===== src/rtl/serial_subtractor_if.sv =====
// Start/busy/done handshake and operand/result bus for serial_subtractor.
// master: start, a, b out; busy, done, diff, bout (ovf with SERIAL_SUB_OVF_EN) in.
interface serial_subtractor_if #(
    parameter int WIDTH = 4
);
    logic             start;
    logic [WIDTH-1:0] a;
    logic [WIDTH-1:0] b;
    logic             busy;
    logic             done;
    logic [WIDTH-1:0] diff;
    logic             bout;
`ifdef SERIAL_SUB_OVF_EN
    logic             ovf;
`endif

    modport master (
        output start,
        output a,
        output b,
        input  busy,
        input  done,
        input  diff,
`ifdef SERIAL_SUB_OVF_EN
        input  ovf,
`endif
        input  bout
    );

    modport slave (
        input  start,
        input  a,
        input  b,
        output busy,
        output done,
        output diff,
`ifdef SERIAL_SUB_OVF_EN
        output ovf,
`endif
        output bout
    );
endinterface


===== src/rtl/serial_subtractor.sv =====
// Bit-serial A - B, LSB first, one bit per clock, single borrow flop.
// Ports: clk, rst (async, active-high), bus (slave): start, a, b -> busy, done,
// diff, bout; ovf (signed overflow) only when SERIAL_SUB_OVF_EN is defined.
module serial_subtractor #(
    parameter int WIDTH = 4
) (
    input logic              clk,
    input logic              rst,
    serial_subtractor_if.slave bus
);
    localparam int CW = (WIDTH > 2) ? $clog2(WIDTH) : 1;

    typedef enum logic [1:0] {
        IDLE,
        RUN,
        DONE
    } state_t;

    state_t           state;
    logic [WIDTH-1:0] sa;
    logic [WIDTH-1:0] sb;
    logic [WIDTH-1:0] res;
    logic             brw;
    logic [CW-1:0]    cnt;
    logic             d;
    logic             nbrw;
`ifdef SERIAL_SUB_OVF_EN
    // operand sign bits, kept because sa/sb are shifted away
    logic             am;
    logic             bm;
`endif

    always_comb begin
        d    = sa[0] ^ sb[0] ^ brw;
        nbrw = (~sa[0] & sb[0]) | (~(sa[0] ^ sb[0]) & brw);
    end

    always_ff @(posedge clk or posedge rst) begin
        if (rst) begin
            state    <= IDLE;
            sa       <= '0;
            sb       <= '0;
            res      <= '0;
            brw      <= 1'b0;
            cnt      <= '0;
            bus.busy <= 1'b0;
            bus.done <= 1'b0;
            bus.diff <= '0;
            bus.bout <= 1'b0;
`ifdef SERIAL_SUB_OVF_EN
            am       <= 1'b0;
            bm       <= 1'b0;
            bus.ovf  <= 1'b0;
`endif
        end else begin
            unique case (state)
                IDLE: begin
                    if (bus.start) begin
                        sa       <= bus.a;
                        sb       <= bus.b;
                        res      <= '0;
                        brw      <= 1'b0;
                        cnt      <= '0;
                        bus.busy <= 1'b1;
`ifdef SERIAL_SUB_OVF_EN
                        am       <= bus.a[WIDTH-1];
                        bm       <= bus.b[WIDTH-1];
`endif
                        state    <= RUN;
                    end
                end
                RUN: begin
                    sa  <= sa >> 1;
                    sb  <= sb >> 1;
                    brw <= nbrw;
                    res <= {d, res[WIDTH-1:1]};
                    cnt <= cnt + 1'b1;
                    // last bit: publish the fully shifted result directly
                    if (cnt == CW'(WIDTH - 1)) begin
                        bus.diff <= {d, res[WIDTH-1:1]};
                        bus.bout <= nbrw;
`ifdef SERIAL_SUB_OVF_EN
                        bus.ovf  <= (am ^ bm) & (d ^ am);
`endif
                        bus.busy <= 1'b0;
                        bus.done <= 1'b1;
                        state    <= DONE;
                    end
                end
                DONE: begin
                    bus.done <= 1'b0;
                    state    <= IDLE;
                end
                default: begin
                    state <= IDLE;
                end
            endcase
        end
    end
endmodule

===== src/flat_wrapper.sv =====
// flat-port wrapper written by rule: the top's interface ports become plain ports
module serial_subtractor_flat 
#(
    parameter int WIDTH = 4
)
  (clk, rst, bus_start, bus_a, bus_b, bus_busy, bus_done, bus_diff, bus_bout);
  serial_subtractor_if #(.WIDTH(WIDTH)) bus_i ();
  input logic clk;
  input logic rst;
  input wire logic [$bits(bus_i.start)-1:0] bus_start;
  input wire logic [$bits(bus_i.a)-1:0] bus_a;
  input wire logic [$bits(bus_i.b)-1:0] bus_b;
  output wire logic [$bits(bus_i.busy)-1:0] bus_busy;
  output wire logic [$bits(bus_i.done)-1:0] bus_done;
  output wire logic [$bits(bus_i.diff)-1:0] bus_diff;
  output wire logic [$bits(bus_i.bout)-1:0] bus_bout;
  assign bus_i.start = bus_start;
  assign bus_i.a = bus_a;
  assign bus_i.b = bus_b;
  assign bus_busy = bus_i.busy;
  assign bus_done = bus_i.done;
  assign bus_diff = bus_i.diff;
  assign bus_bout = bus_i.bout;
  serial_subtractor #(.WIDTH(WIDTH)) u_core (.clk(clk), .rst(rst), .bus(bus_i));
endmodule

===== config.mk =====
export PLATFORM = sky130hd
export DESIGN_NAME = serial_subtractor_flat
export DESIGN_NICKNAME = d
export VERILOG_FILES = /design/src/rtl/serial_subtractor_if.sv /design/src/rtl/serial_subtractor.sv /design/src/flat_wrapper.sv
export SDC_FILE = /design/constraint.sdc
export NUM_CORES = 1
export LEC_CHECK = 0
export BUFFER_PORTS_ARGS = -buffer_cell sky130_fd_sc_hd__buf_2
export CORE_AREA = 2 2 67 69
export DETAILED_ROUTE_END_ITERATION = 8
export DIE_AREA = 0 0 69 71
export SYNTH_ARGS = -nofsm -noshare
export SYNTH_HDL_FRONTEND = slang
export SYNTH_SLANG_ARGS = --single-unit

===== constraint.sdc =====
create_clock -name clk -period 2.8 [get_ports clk]
set_input_delay 0.28 -clock clk [delete_from_list [all_inputs] [get_ports clk]]
set_output_delay 0.28 -clock clk [all_outputs]
set_load 0.01 [all_outputs]

Word-level counts from Yosys, hierarchy flattened

Cells that the tools add are included.

Add/subtract/negate cells: 1
Mux-type cells: 18
Bitwise operators: 7
Reduce and logical (&&, ||, !) cells: 8
Equality and inequality tests: 5

Operators with widths:

| kind                                                                   | number |
|---|---|
| 4-bit case mux with 2 select lines                                     | 3 |
| 4-bit 2-to-1 mux                                                       | 3 |
| 2-bit case mux with 2 select lines                                     | 2 |
| 2-bit AND reduction                                                    | 4 |
| 2-bit 2-to-1 mux                                                       | 3 |
| 1-bit case mux with 2 select lines                                     | 3 |
| 2-bit equality test (second input constant)                            | 2 |
| 1-bit 2-to-1 mux                                                       | 4 |
| 2-bit nonzero test                                                     | 2 |
| 3-bit AND reduction                                                    | 1 |
| 2-bit by 1-bit adder with 2-bit output (second input constant)         | 1 |
| 1-bit AND                                                              | 2 |
| 2-bit by 1-bit equality test with 1-bit output (second input constant) | 1 |
| 2-bit logical NOT                                                      | 1 |
| 2-bit by 1-bit != test with 1-bit output (second input constant)       | 1 |
| 2-bit != test (second input constant)                                  | 1 |
| 1-bit inverter                                                         | 2 |
| 1-bit bitwise XOR                                                      | 2 |
| 1-bit bitwise OR                                                       | 1 |

Output and inout bits: 7
Register bits: 24
Input bits: 11

Longest topological paths before layout

Depth in word-level cells: 5
Depth in mapped cells: 4
Depth with buffers taken out: 4

Worst setup path after synthesis

OpenSTA, ideal clock, no wires.

Path type: flip-flop to flip-flop
Start: register u_core.sb[0]
End: register u_core.bus.diff[3]
Arrival: 1,115 ps
Clock period less this slack: 1,240 ps
Buffers on the path: 0
Cell stages (with the launch flop): 4
Setup time: 125 ps
Slack: 1,560 ps
Cells stage by stage: dfrtp_1 > inv_1 > fa_1 > mux2_4

Word-level cells in the longest chain between the ends: 2

Ends and longest elaborated chain:

| what                            | line                       | source |
|---|---|---|
| from (decl)                     | serial_subtractor.sv:21    | `logic [WIDTH-1:0] sb;` |
| from (signal assigned)          | serial_subtractor.sv:60    | `sb <= bus.b;` |
| from (signal assigned)          | serial_subtractor.sv:74    | `sb <= sb >> 1;` |
| 1-bit bitwise XOR (2 in series) | serial_subtractor.sv:34    | `d = sa[0] ^ sb[0] ^ brw;` |
| net u_core.d                    | serial_subtractor.sv:25    | `logic d;` |
| to (signal assigned)            | serial_subtractor.sv:80    | `bus.diff <= {d, res[WIDTH-1:1]};` |
| to (decl)                       | serial_subtractor_if.sv:36 | `output diff,` |

The timed path passes the listed nets, and every way through them passes these cells.
A chain may end at the register's enable or synchronous reset.

Worst setup path after layout

Start: register u_core.state[0]
End: register u_core.bus.done

Word-level cells in the longest chain between the ends: 3
Elaborated cells on any way between the ends: 6

Ends and longest elaborated chain:

| what                                                                                     | line                       | source |
|---|---|---|
| from (decl)                                                                              | serial_subtractor.sv:19    | `state_t state;` |
| from (signal assigned)                                                                   | serial_subtractor.sv:40    | `state <= IDLE;` |
| from (signal assigned)                                                                   | serial_subtractor.sv:69    | `state <= RUN;` |
| from (signal assigned)                                                                   | serial_subtractor.sv:87    | `state <= DONE;` |
| 2-bit by 1-bit equality test with 1-bit output or 2-bit equality test (tied branches)    | serial_subtractor.sv:56    | `unique case (state)` |
| 2-bit by 1-bit != test with 1-bit output (no line) or 2-bit nonzero test (tied branches) | n/a                        |  |
| 2-bit AND reduction (no line)                                                            | n/a                        |  |
| to (signal assigned)                                                                     | serial_subtractor.sv:47    | `bus.done <= 1'b0;` |
| to (signal assigned)                                                                     | serial_subtractor.sv:86    | `bus.done <= 1'b1;` |
| to (signal assigned)                                                                     | serial_subtractor.sv:91    | `bus.done <= 1'b0;` |
| to (decl)                                                                                | serial_subtractor_if.sv:35 | `output done,` |

Parallel ways exist; a longest one is shown, timed or not.

==> out/qor.yml <==
clocking:
  post_cts.resized_instances: 0
  cts-buffers-inserted: 3
  clock-sinks: 23
  holdBufCountCts: 0
  clkTransAtPathRegs_ns: 0.08
  cts_tree: "built"
  clk_latency_ns: 0.26
  root_buffer: "clkbuf_8"
  htree_levels: 1
  cts_setup_buffers: 0
  clock_path_buffers: 2
drt:
  drt_iter0_markers: 22
  post_drt_via_cell_ratio: 4.473
  wl_per_cell_um: 12.85
  first_pass_iters: 4
  vias: 671
  drt_wl_total_mm: 1.928
  postRouteAntennaNets: 0
  drc: 0
sta:
  setup_viol: 0
  slew_viol_final: 0
  clock_skew_ns: 0.001906
  period_share_pct: 47.18
  tns_ns: 0
  clock.fmax_mhz: 756.9
  rsz0062_at_grt: "false"
  hold_violations: 0
  worst_slack_ns: 1.479
  fin_crit_ns: 1.321
  whs_ns: 0.1887
  tightest_slew_ns: 0.8739
  slew_headroom_pct: 41.68
critical_path:
  worst-setup-path-type: "register to register"
  timing.rr.start: "u_core.state[0]"
  crit_chain: "nor2b_2 > and2_1 > nand2b_1"
  crit_path_start_kind: "register"
  ff2ff_setup_slack_ns: 1.48
  cpMaxStageDelayCell: "dfrtp_1"
  critical-path-top-delay-family: "flip-flops"
  cp_max_fo: 12
  crit_path_start: "u_core.state[0]"
  critPathArrivalTime_ns: 1.52
  crit_path_end_kind: "register"
  cp.required_ns: 3.00
  critPathMaxStageDelay_ns: 0.63
  critPathBufInv: 0
global_routing:
  overflow: 0
  antenna_found_initial: 0
  grt_usage_pct: 9.039
  grt_max_degree: 24
  first_global_vias: 734
  grt_pass1_wl_mm: 3.470
die:
  coreArea_um2: 4204
  rows: 24
  die-height_um: 71
  die_w_um: 69
  start_util_pct: 24.82
  io_pins: 18
  die_area_um2: 4899
yosys:
  netlist_area_um2: 1044
  synth.avg_cell_area_um2: 13.04
  yosys_warnings: 0
  yosysSeqAreaShare_pct: 55.16
  syn_nets: 94
  ys_seq_elements: 23
  synthDistinctLibCells: 25
  synthCells: 80
final_layout:
  seq_area_um2: 575.6
  fill_cells: 457
  layout.nets: 113
  finalNonFillerCells: 150
  diodes: 0
  areaGrowthSynthToFinish_pct: 16.07
  fin_area_um2: 1211
  multi_input_area_um2: 414.1
  drive_gt1_share_pct: 33.67
power:
  ir_drop_uv: 406.1
  powerDensity_nw_per_um2: 1128
  p_leak_uw: 0.0005687
place:
  place_area_um2: 1166
  pre_cts_ws_ns: 1.484
  dp_cells: 146
  finalWeightedCongestion: 0.7305
  port_buffers: 17
  dp_hpwl_mm: 1.404
outcome:
  status: "finished, final reports clean"
hold_path:
  hold_path_class: "input pin to asynchronous set/reset pin"
flow_run:
  drv_cap: 0
==> cell usage after synthesis <==
cell / n / area share (%)
nand3b_1: 4 / 2.9
o21bai_4: 1 / 1.8
a21oi_1: 2 / 0.96
o22ai_1: 1 / 0.60
a22o_1: 6 / 5.0
nand3b_4: 1 / 1.9
o21a_1: 2 / 1.4
mux2_4: 4 / 5.8
buf_2: 1 / 0.48
nor2_4: 1 / 1.1
nand2b_1: 1 / 0.60
fa_1: 1 / 1.9
dfrtp_1: 23 / 55
nor2b_2: 1 / 0.84
ha_1: 2 / 2.4
nand2_1: 3 / 1.1
o221a_2: 4 / 4.3
and2_1: 1 / 0.60
inv_1: 7 / 2.5
nor3b_1: 1 / 0.72
nor2_1: 3 / 1.1
buf_6: 2 / 2.2
a32oi_1: 2 / 1.7
o21ai_0: 5 / 2.4
nor2_2: 1 / 0.60
==> stage by stage <==
step,util [%],total power (uW)
floorplan,-,1047
global placement,27.74,1148
detailed placement,27.74,1184
CTS,28.81,1390
global route,28.81,1488
finish,28.81,1366
==> registers in the layout, indices dropped and copies added, names as in the netlist, 2 cells and up <==
| register | cells |
|---|---|
| u_core.bus.diff | 4 |
| u_core.sa | 4 |
| u_core.sb | 4 |
| u_core.res | 3 |
| u_core.cnt | 2 |
| u_core.state | 2 |
==> logic make-up (layout without fill, tap and decap cells) <==
logic type | Yosys count | after routing | synth area share, %
flip-flops | 23 | 23 | 55.16
adder cells (fa/ha/maj) | 3 | 3 | 4.316
AND/OR/NAND/NOR | 17 | 17 | 11.39
multiplexers | 4 | 4 | 5.756
buffers and inverters | 10 | 28 | 5.156
AO/OA/AOI/OAI | 23 | 23 | 18.23
==> per-layer routing <==
metal,track usage [%],wire length (um),vias up
met2,13.14,821,20
li1,-,-,324
met5,0,0,-
met4,3.704,32,0
met1,11.96,957,323
met3,3.704,117,4
==> path summary, 6_finish.rpt <==
path / end / depth (start not counted)
max: u_core.bus.done / 3
min: u_core.bus.bout / 2
max reg2reg: u_core.bus.done / 3
min reg2reg: u_core.bus.bout / 2
max in group asynchronous: u_core.bus.done / 2
min in group clk: u_core.sa[3] / 2
==> layout make-up <==
cell class | count | share of cell area, %
flip-flops and latches | 23 | 47.52
well taps | 52 | 5.372
multi-input cells | 47 | 34.19
clock buffers | 4 | 3.719
repair buffers | 17 | 7.025
inverters | 7 | 2.169
==> layout by cell type (no fill, tap or decap) <==
cell type / count
and2_1: 1
clkbuf_8: 3
nor3b_1: 1
mux2_4: 4
a21oi_1: 2
nand3b_1: 4
dfrtp_1: 23
nand2_1: 3
o221a_2: 4
o21ai_0: 5
nor2_2: 1
nand2b_1: 1
nor2b_2: 1
fa_1: 1
ha_1: 2
clkbuf_1: 1
o21bai_4: 1
a32oi_1: 2
buf_2: 17
o22ai_1: 1
nand3b_4: 1
nor2_4: 1
inv_1: 7
nor2_1: 3
o21a_1: 2
a22o_1: 6
==> power breakdown <==
group	switching [uW]	internal (uW)	leakage [uW]
Combinational	250	299	0.000265
Clock	101	102	0.0000228
Sequential	130	484	0.000281
Power figures use the tool's default switching activity.
